## config.mk

```make
export PLATFORM = sky130hd
export DESIGN_NAME = ja_serial_rx_flat
export DESIGN_NICKNAME = d
export VERILOG_FILES = /design/src/rtl/ja_rx_pkg.sv /design/src/rtl/ja_serial_rx_if.sv /design/src/rtl/ja_rx_sync.sv /design/src/rtl/ja_serial_rx.sv /design/src/flat_wrapper.sv
export SDC_FILE = /design/constraint.sdc
export NUM_CORES = 1
export LEC_CHECK = 0
export CAP_MARGIN = 10
export CELL_PAD_IN_SITES_DETAIL_PLACEMENT = 1
export CELL_PAD_IN_SITES_GLOBAL_PLACEMENT = 1
export CORE_UTILIZATION = 46
export DETAILED_ROUTE_END_ITERATION = 10
export PLACE_DENSITY_LB_ADDON = 0.1
export SETUP_SLACK_MARGIN = 0.4
export SYNTH_ARGS = -nofsm -noshare
export SYNTH_HDL_FRONTEND = slang
export SYNTH_HIERARCHICAL = 1
export SYNTH_SLANG_ARGS = --single-unit
```

## constraint.sdc

```tcl
create_clock -name clock -period 2.06 [get_ports clock]
set_input_delay 0.206 -clock clock [delete_from_list [all_inputs] [get_ports clock]]
set_output_delay 0.206 -clock clock [all_outputs]
set_load 0.01 [all_outputs]
```

## src/rtl/ja_rx_pkg.sv

```systemverilog
// Shared types and width helpers for the PMOD JA serial receiver.
// Optional parity framing is selected in the top by JA_RX_PARITY_EN.
package ja_rx_pkg;

  typedef enum logic [1:0] {
    IDLE   = 2'd0,
    SHIFT  = 2'd1,
    COMMIT = 2'd2
  } rx_state_e;

  localparam int DATA_W_DFLT  = 32;
  localparam int TIMEOUT_DFLT = 4096;

  // Bit count must represent 0 .. frame_bits+1 (the +1 flags an over-long frame).
  function automatic int cnt_w(input int frame_bits);
    return $clog2(frame_bits + 2);
  endfunction

  function automatic int to_w(input int timeout_cyc);
    return $clog2(timeout_cyc + 1);
  endfunction

  localparam int CNT_W = cnt_w(DATA_W_DFLT);
  localparam int TO_W  = to_w(TIMEOUT_DFLT);

endpackage

```

## src/rtl/ja_serial_rx_if.sv

```systemverilog
// Single-entry valid/ready word stream from the JA receiver to the MMIO path.
interface ja_serial_rx_if #(
  parameter int DATA_W = 32
);
  logic [DATA_W-1:0] rx_data;
  logic              rx_valid;
  logic              rx_ready;

  modport master (output rx_data, output rx_valid, input rx_ready);
  modport slave  (input rx_data, input rx_valid, output rx_ready);
endinterface

```

## src/rtl/ja_rx_sync.sv

```systemverilog
// Multi-flop synchronizer with a configurable reset level and edge pulses
// derived from the last stage against a registered copy.
module ja_rx_sync #(
  parameter int   STAGES  = 2,
  parameter logic RST_VAL = 1'b0
) (
  input  logic clock,
  input  logic reset,
  input  logic din,
  output logic level,
  output logic rise,
  output logic fall
);

  logic [STAGES-1:0] sync_q;
  logic              prev_q;

  always_ff @(posedge clock or negedge reset) begin
    if (!reset) begin
      sync_q <= {STAGES{RST_VAL}};
      prev_q <= RST_VAL;
    end else begin
      sync_q <= {sync_q[STAGES-2:0], din};
      prev_q <= sync_q[STAGES-1];
    end
  end

  assign level = sync_q[STAGES-1];
  assign rise  =  level & ~prev_q;
  assign fall  = ~level &  prev_q;

endmodule

```

## src/rtl/ja_serial_rx.sv

```systemverilog
// PMOD JA receive end: synchronizes the 3-wire link, deserializes MSB-first frames
// into a one-word buffer and reports busy back to the sender. Macro: JA_RX_PARITY_EN.
module ja_serial_rx
  import ja_rx_pkg::*;
#(
  parameter int DATA_W      = 32,
  parameter int SYNC_STAGES = 2,
  parameter int TIMEOUT_CYC = 4096
) (
  input  logic           clock,
  input  logic           reset,
  input  logic           ja_sdata,
  input  logic           ja_sclk,
  input  logic           ja_frame_n,
  output logic           ja_busy,
  ja_serial_rx_if.master rx,
  output logic           rx_overflow,
  output logic           rx_error,
  input  logic           clear_err
);

`ifdef JA_RX_PARITY_EN
  localparam int FRAME_W = DATA_W + 1;
`else
  localparam int FRAME_W = DATA_W;
`endif
  localparam int FCNT_W = cnt_w(FRAME_W);
  localparam int FTO_W  = to_w(TIMEOUT_CYC);

  localparam logic [FCNT_W-1:0] CNT_FULL = FCNT_W'(FRAME_W);
  localparam logic [FCNT_W-1:0] CNT_SAT  = FCNT_W'(FRAME_W + 1);
  localparam logic [FTO_W-1:0]  TO_LAST  = FTO_W'(TIMEOUT_CYC - 1);

  logic sdata_lvl, sdata_rise_unused, sdata_fall_unused;
  logic sclk_rise, sclk_lvl_unused, sclk_fall_unused;
  logic frame_rise, frame_fall, frame_lvl_unused;

  ja_rx_sync #(.STAGES(SYNC_STAGES), .RST_VAL(1'b0)) u_sync_sdata (
    .clock (clock),
    .reset (reset),
    .din   (ja_sdata),
    .level (sdata_lvl),
    .rise  (sdata_rise_unused),
    .fall  (sdata_fall_unused)
  );

  ja_rx_sync #(.STAGES(SYNC_STAGES), .RST_VAL(1'b0)) u_sync_sclk (
    .clock (clock),
    .reset (reset),
    .din   (ja_sclk),
    .level (sclk_lvl_unused),
    .rise  (sclk_rise),
    .fall  (sclk_fall_unused)
  );

  // frame_n resets to the asserted level so a frame already running at
  // reset release never produces the falling edge needed to start capture.
  ja_rx_sync #(.STAGES(SYNC_STAGES), .RST_VAL(1'b0)) u_sync_frame (
    .clock (clock),
    .reset (reset),
    .din   (ja_frame_n),
    .level (frame_lvl_unused),
    .rise  (frame_rise),
    .fall  (frame_fall)
  );

  rx_state_e           state_q;
  logic [FRAME_W-1:0]  shift_q;
  logic [FCNT_W-1:0]   bit_cnt_q;
  logic [FTO_W-1:0]    to_cnt_q;
  logic [DATA_W-1:0]   data_q;
  logic                valid_q;
  logic                busy_q;
  logic                ovf_q;
  logic                err_q;

  logic [DATA_W-1:0]   payload;
  logic                par_bad;
  logic                pop;
  logic                load;
  logic                err_set;
  logic                ovf_set;
  logic                timeout_hit;
  logic                valid_nxt;

`ifdef JA_RX_PARITY_EN
  assign payload = shift_q[DATA_W:1];
  assign par_bad = ^shift_q;
`else
  assign payload = shift_q;
  assign par_bad = 1'b0;
`endif

  assign pop = valid_q & rx.rx_ready;

  always_comb begin
    timeout_hit = 1'b0;
    err_set     = 1'b0;
    ovf_set     = 1'b0;
    load        = 1'b0;
    if (state_q == SHIFT && !sclk_rise && !frame_rise && to_cnt_q == TO_LAST) begin
      timeout_hit = 1'b1;
      err_set     = 1'b1;
    end
    if (state_q == COMMIT) begin
      if (bit_cnt_q != CNT_FULL || par_bad) begin
        err_set = 1'b1;
      end else if (!valid_q || pop) begin
        load = 1'b1;
      end else begin
        ovf_set = 1'b1;
      end
    end
    valid_nxt = load | (valid_q & ~pop);
  end

  always_ff @(posedge clock or negedge reset) begin
    if (!reset) begin
      state_q   <= IDLE;
      shift_q   <= '0;
      bit_cnt_q <= '0;
      to_cnt_q  <= '0;
    end else begin
      case (state_q)
        IDLE: begin
          if (frame_fall) begin
            state_q   <= SHIFT;
            shift_q   <= '0;
            bit_cnt_q <= '0;
            to_cnt_q  <= '0;
          end
        end
        SHIFT: begin
          // A bit arriving with the closing frame edge is still captured.
          if (sclk_rise) begin
            shift_q   <= {shift_q[FRAME_W-2:0], sdata_lvl};
            bit_cnt_q <= (bit_cnt_q == CNT_SAT) ? bit_cnt_q : bit_cnt_q + FCNT_W'(1);
            to_cnt_q  <= '0;
          end else begin
            to_cnt_q  <= to_cnt_q + FTO_W'(1);
          end
          if (frame_rise) begin
            state_q <= COMMIT;
          end else if (timeout_hit) begin
            state_q <= IDLE;
          end
        end
        COMMIT:  state_q <= IDLE;
        default: state_q <= IDLE;
      endcase
    end
  end

  always_ff @(posedge clock or negedge reset) begin
    if (!reset) begin
      data_q  <= '0;
      valid_q <= 1'b0;
      busy_q  <= 1'b0;
      ovf_q   <= 1'b0;
      err_q   <= 1'b0;
    end else begin
      if (load) begin
        data_q <= payload;
      end
      valid_q <= valid_nxt;
      busy_q  <= valid_nxt;
      if (ovf_set) begin
        ovf_q <= 1'b1;
      end else if (clear_err) begin
        ovf_q <= 1'b0;
      end
      if (err_set) begin
        err_q <= 1'b1;
      end else if (clear_err) begin
        err_q <= 1'b0;
      end
    end
  end

  assign rx.rx_data  = data_q;
  assign rx.rx_valid = valid_q;
  assign ja_busy     = busy_q;
  assign rx_overflow = ovf_q;
  assign rx_error    = err_q;

endmodule
```

## src/flat_wrapper.sv

```systemverilog
// flat-port wrapper written by rule: the top's interface ports become plain ports
module ja_serial_rx_flat import ja_rx_pkg::*;
#(
  parameter int DATA_W      = 32,
  parameter int SYNC_STAGES = 2,
  parameter int TIMEOUT_CYC = 4096
)
  (clock, reset, ja_sdata, ja_sclk, ja_frame_n, ja_busy, rx_overflow, rx_error, clear_err, rx_rx_data, rx_rx_valid, rx_rx_ready);
  ja_serial_rx_if #(.DATA_W(DATA_W)) rx_i ();
  input  logic clock;
  input  logic reset;
  input  logic ja_sdata;
  input  logic ja_sclk;
  input  logic ja_frame_n;
  output logic ja_busy;
  output logic rx_overflow;
  output logic rx_error;
  input  logic clear_err;
  output wire logic [$bits(rx_i.rx_data)-1:0] rx_rx_data;
  output wire logic [$bits(rx_i.rx_valid)-1:0] rx_rx_valid;
  input wire logic [$bits(rx_i.rx_ready)-1:0] rx_rx_ready;
  assign rx_rx_data = rx_i.rx_data;
  assign rx_rx_valid = rx_i.rx_valid;
  assign rx_i.rx_ready = rx_rx_ready;
  ja_serial_rx #(.DATA_W(DATA_W), .SYNC_STAGES(SYNC_STAGES), .TIMEOUT_CYC(TIMEOUT_CYC)) u_core (.clock(clock), .reset(reset), .ja_sdata(ja_sdata), .ja_sclk(ja_sclk), .ja_frame_n(ja_frame_n), .ja_busy(ja_busy), .rx(rx_i), .rx_overflow(rx_overflow), .rx_error(rx_error), .clear_err(clear_err));
endmodule
```

======== Yosys cells after proc, flatten, opt, wreduce, memory -nomap -nowiden ========
Index checks and enable logic that the tools add are counted.
operators by class
  multiply operators ...................... 0
  shifts and indexed selects .............. 0
  reductions and logical operators ........ 15
  equal/unequal tests ..................... 9
  div/mod/pow operators ................... 0
  multiplexer cells ....................... 26
  order comparisons ....................... 0
  bitwise operators ....................... 10
  add/subtract/negate cells ............... 2
operators with widths
  operator                                          count
  2-to-1 mux 32 bit                                 2
  case mux 32 bit (2 select lines)                  1
  2-to-1 mux 13 bit                                 2
  case mux 13 bit (2 select lines)                  1
  2-to-1 mux 6 bit                                  3
  adder 13 x 1 -> 13 bit (second input constant)    1
  == test 13 x 12 -> 1 bit (second input constant)  1
  2-to-1 mux 1 bit                                  12
  case mux 6 bit (2 select lines)                   1
  adder 6 x 1 -> 6 bit (second input constant)      1
  == test 6 bit (second input constant)             1
  2-to-1 mux 2 bit                                  3
  != test 6 bit (second input constant)             1
  nonzero test 2 bit                                3
  bitwise AND 1 bit                                 5
  != test 2 x 1 -> 1 bit (second input constant)    2
  inverter 1 bit                                    4
  case mux 2 bit (2 select lines)                   1
  AND reduction 2 bit                               2
  AND reduction 4 bit                               1
  logical AND 1 bit                                 3
  zero test 1 bit                                   3
  != test 3 x 1 -> 1 bit (second input constant)    1
  AND reduction 3 bit                               1
  6 further kinds                                   6
word-level totals
  output and inout bits ................... 36
  latch bits .............................. 0
  RAM bits ................................ 0
  bits of input ports ..................... 7
  ROM bits ................................ 0
  word-level logic and storage cells ...... 75
  memories kept ........................... 0
  register bits ........................... 96

======== Depth between registers and ports, before layout ========
Gate-level depths: netlist of run 1.
  depth in word-level cells ............... 10
  gate-level depth with buffers ........... 6
  mapped depth without buffers ............ 4

======== Modules after synthesis ========
Netlist of run 1, hierarchy kept.
by module, submodules not included
  module        sequential area each (µm²)  area an instance (µm²)  instances  cells an instance
  ja_serial_rx  2202.1                      3678.5                  1          277
  ja_rx_sync    75.1                        90.1                    3          5

======== Least setup slack after synthesis of run 1 ========
OpenSTA, ideal clock, no wires.
  path type ............................... reg-to-reg
  from .................................... register u_core.u_sync_sclk.sync_q[1]
  to ...................................... register u_core.state_q[0]
  cell stages (with the launch flop) ...... 5
  slack ................................... 339 ps
  arrival ................................. 1603 ps
  library setup time ...................... 118 ps
  buffers on the path ..................... 0
  required time ........................... 1942 ps
  clock period less this slack ............ 1721 ps
  path through ............................ dfrtp_1 > nor2b_1 > or4b_1 > or4_4 > a21o_1
between the ends
  longest elaborated chain between the ends .. 8
ends and longest elaborated chain
  what                                     line                 text
  start, declared                          ja_rx_sync.sv:15     logic [STAGES-1:0] sync_q;
  start signal, assigned                   ja_rx_sync.sv:20     sync_q <= {STAGES{RST_VAL}};
  start signal, assigned                   ja_rx_sync.sv:23     sync_q <= {sync_q[STAGES-2:0], din};
  bitwise AND 1 bit                        ja_rx_sync.sv:29     assign rise = level & ~prev_q;
  named net u_core.sclk_rise               ja_serial_rx.sv:35   logic sclk_rise, sclk_lvl_unused, sclk_fall_unused;
  zero test 1 bit                          ja_serial_rx.sv:101  if (state_q == SHIFT && !sclk_rise && !frame_rise && to_cnt_q == TO_LAST) begin
  logical AND 1 bit (3 in a row)           ja_serial_rx.sv:101
  2-to-1 mux 1 bit                         ja_serial_rx.sv:101
  != test 3 x 1 -> 1 bit (no source line)  n/a
  AND reduction 2 bit (no source line)     n/a
  end signal, assigned                     ja_serial_rx.sv:119  state_q <= IDLE;
  end signal, assigned                     ja_serial_rx.sv:127  state_q <= SHIFT;
  end signal, assigned                     ja_serial_rx.sv:143  state_q <= COMMIT;
  end, declared                            ja_serial_rx.sv:67   rx_state_e state_q;
The timed path passes the listed nets, and every way through them passes these cells.
A chain may end at the register's enable or synchronous reset.

======== Worst setup path in the final report of run 1 ========
Same ends and word-level chain as after synthesis.

==> results of run 1 <==
[worst paths after layout]
kind,from,to,slack [ns],cells after the start
max reg2reg,u_core/u_sync_sclk/sync_q[1],u_core/state_q[0],0.27,4
max,u_core/u_sync_sclk/sync_q[1],u_core/state_q[0],0.27,4
min in group asynchronous,reset,u_core/to_cnt_q[7],0.34,2
min reg2reg,u_core/u_sync_frame/sync_q[0],u_core/u_sync_frame/sync_q[1],0.36,0
max in group asynchronous,reset,u_core/payload[0],1.15,3
min,ja_frame_n,u_core/u_sync_frame/sync_q[0],0.27,1
[worst reg2reg max path: cells and delay by family (launching register included)]
kind	cells	cell delay, ns
flip-flops	1	0.41
AO/OA/AOI/OAI	1	0.18
AND/OR/NAND/NOR	3	1.10
[routing by layer]
layer | track usage | share of wire | vias to the layer above
met4 | 0.0885 | 0.021 | 0
met3 | 0.0324 | 0.026 | 13
met5 | 0 | 0 | -
met2 | 0.318 | 0.49 | 52
li1 | - | - | 1189
met1 | 0.289 | 0.47 | 1388
[state kept, by name, summed over array words and instances, names as in the netlist]
name,count
u_core/u_sync_frame/sync_q,2
u_core/rx.rx_data,32
u_core/bit_cnt_q,6
u_core/to_cnt_q,13
u_core/rx_error,1
u_core/u_sync_sdata/sync_q,2
u_core/rx_overflow,1
u_core/u_sync_sclk/prev_q,1
u_core/state_q,2
u_core/u_sync_sclk/sync_q,2
u_core/ja_busy,1
u_core/payload,32
u_core/u_sync_frame/prev_q,1
[area by class of cell]
cell class	instances	area, um2
repair buffers	65	682
fillers	816	3340
well taps	105	131
clock buffers	10	128
clock inverters	6	52.6
inverters	10	37.5
flip-flops and latches	96	2410
multi-input cells	167	1440
[report_power, final]
part           internal (W)  leakage (nW)  switching, W
Sequential          0.00196          1.31     0.0000828
Clock              0.000459        0.0854      0.000708
Combinational      0.000245         0.824      0.000324
Total               0.00266          2.22       0.00112
[repair_timing]
action | in CTS | in global routing
endpoints found under the hold margin | 30 | 0
gates cloned | 0 | 3
hold buffers | 1 | 0
gates resized for setup | 1 | 22
pin swaps | 1 | 4
buffers inserted | 1 | 8
setup endpoints to repair | 74 | 77
[per-stage QoR]
stage	instances	total power [W]
finish	459	0.00378
global route	459	0.00395
CTS	448	0.00370
detailed placement	430	0.00253
global placement	430	0.00250
floorplan	288	0.00234
==> out/metrics.json, run 1 <==
{
  "run_status": {
    "run_status": "finished, final reports clean"
  },
  "clocking": {
    "clk_transition_reported_paths_ns": 0.10,
    "insertion_delay_ns": 0.36,
    "cts_num_sinks": 96,
    "clockRootBuffer": "sky130_fd_sc_hd__clkbuf_8",
    "cts.path.max_buffers": 2,
    "clock_tree_from_tritoncts": "built",
    "numCtsBuffers": 9,
    "cts-htree-levels": 3
  },
  "sta": {
    "post-route-min-period_ns": 1.79,
    "max_freq_mhz": 559,
    "timing_worst_slew_pin_value_ns": 0.488,
    "layout_worst_path_cycle_share": 0.869,
    "worst_hold_slack_ns": 0.273,
    "relative_slew_slack": 0.674,
    "report.final.hold_viol_count": 0,
    "grt_setup_unrepaired": "true",
    "final.setup.worst_slack_ns": 0.271,
    "final-max-slew-violation-count": 0,
    "fin_skew_ns": 0.00808,
    "final_setup_violation_count": 0,
    "post_route_setup_tns_ns": 0
  },
  "logic_synthesis": {
    "yosysWarningCount": 6,
    "post_synth_instance_area_um2": 3900,
    "mean_area_per_synthesized_cell_um2": 13.5,
    "synth_nets": 299,
    "syn-instance-count": 288
  },
  "floorplanning": {
    "floorplan.rows": 33,
    "floorplan.initialDensity": 0.475,
    "core_region_area_um2": 8220,
    "dieHeight_um": 94.1,
    "pin_count": 43,
    "dieArea_um2": 8850,
    "die_width_um": 94.1
  },
  "placed_design": {
    "place.gp.congestion": 0.748,
    "dpl_cell_area_um2": 4480,
    "placement.setup.worst_slack_ns": 0.153,
    "portBuffers": 42,
    "dp_hpwl_mm": 5.26
  },
  "final_layout": {
    "antenna_cells": 0,
    "final_core_utilization": 0.594,
    "layout-drive-gt1-share": 0.268,
    "final_common_cell": "sky130_fd_sc_hd__dfrtp_1",
    "areaGrowthSynthToFinish_pct": 25.2,
    "nNetsFinal": 360,
    "finalInstanceArea_um2": 4880,
    "layout.cells.most_common_list": "sky130_fd_sc_hd__dfrtp_1 (91), sky130_fd_sc_hd__clkdlybuf4s50_1 (41), sky130_fd_sc_hd__mux2_2 (33), sky130_fd_sc_hd__a22o_1 (33), sky130_fd_sc_hd__buf_4 (16)"
  },
  "setup_path": {
    "worstSetupPathType": "flop to flop",
    "cp.buffers_inverters": 0,
    "timing.critical_path.slowest_cell_delay_ns": 0.49,
    "worst_ep_arrival_time_ns": 2.05,
    "critical-path-slowest-cell": "sky130_fd_sc_hd__or4b_1",
    "worstPathRequired_ns": 2.32,
    "crit_path_max_fanout": 4,
    "path_cells": "nor2b_4 -> or4b_1 -> or4_4 -> a21o_1",
    "crit_family": "simple AND/OR/NAND/NOR gates",
    "worstSetupStartpointType": "flop",
    "crit_path_end_kind": "flop"
  },
  "global_routing": {
    "global_route_wire_length_before_repair_mm": 13.7,
    "via_count_of_the_first_global_routing_pass": 2647,
    "overflow": 0,
    "number_of_antenna_violations_at_the_first_check_in_global_routing": 0,
    "grt_max_degree": 36,
    "grt.total_usage": 0.206
  },
  "route": {
    "drtIter0Drc": 121,
    "drt.antenna.violating_nets": 0,
    "routed_wire_length_per_instance_um": 19.2,
    "totalWireLength_mm": 8.81,
    "post_drt_via_cell_ratio": 5.76,
    "number_of_search_and_repair_iterations_in_the_first_detailed_routing_pass": 4,
    "dr_total_vias": 2642,
    "drc": 0
  },
  "pwr": {
    "leakage_power_nw": 2.22,
    "power_dens_cells_nw_per_um2": 774,
    "vdd.ir_drop.worst_uv": 360
  },
  "flow_run": {
    "drv.max_cap_violation_count": 0
  },
  "min_path": {
    "hold_path_class": "input pin to flop"
  }
}
Note: power is estimated with default switching activity, not from simulation.
==> inputs of run 2 (changes only) <==
--- a/constraint.sdc
+++ b/constraint.sdc
@@ -3,2 +3,2 @@
 set_output_delay 0.206 -clock clock [all_outputs]
-set_load 0.01 [all_outputs]
+set_load 0.005 [all_outputs]
==> results of run 2 <==
Same layout as run 1 (identical final DEF). Status: finished, final reports clean.
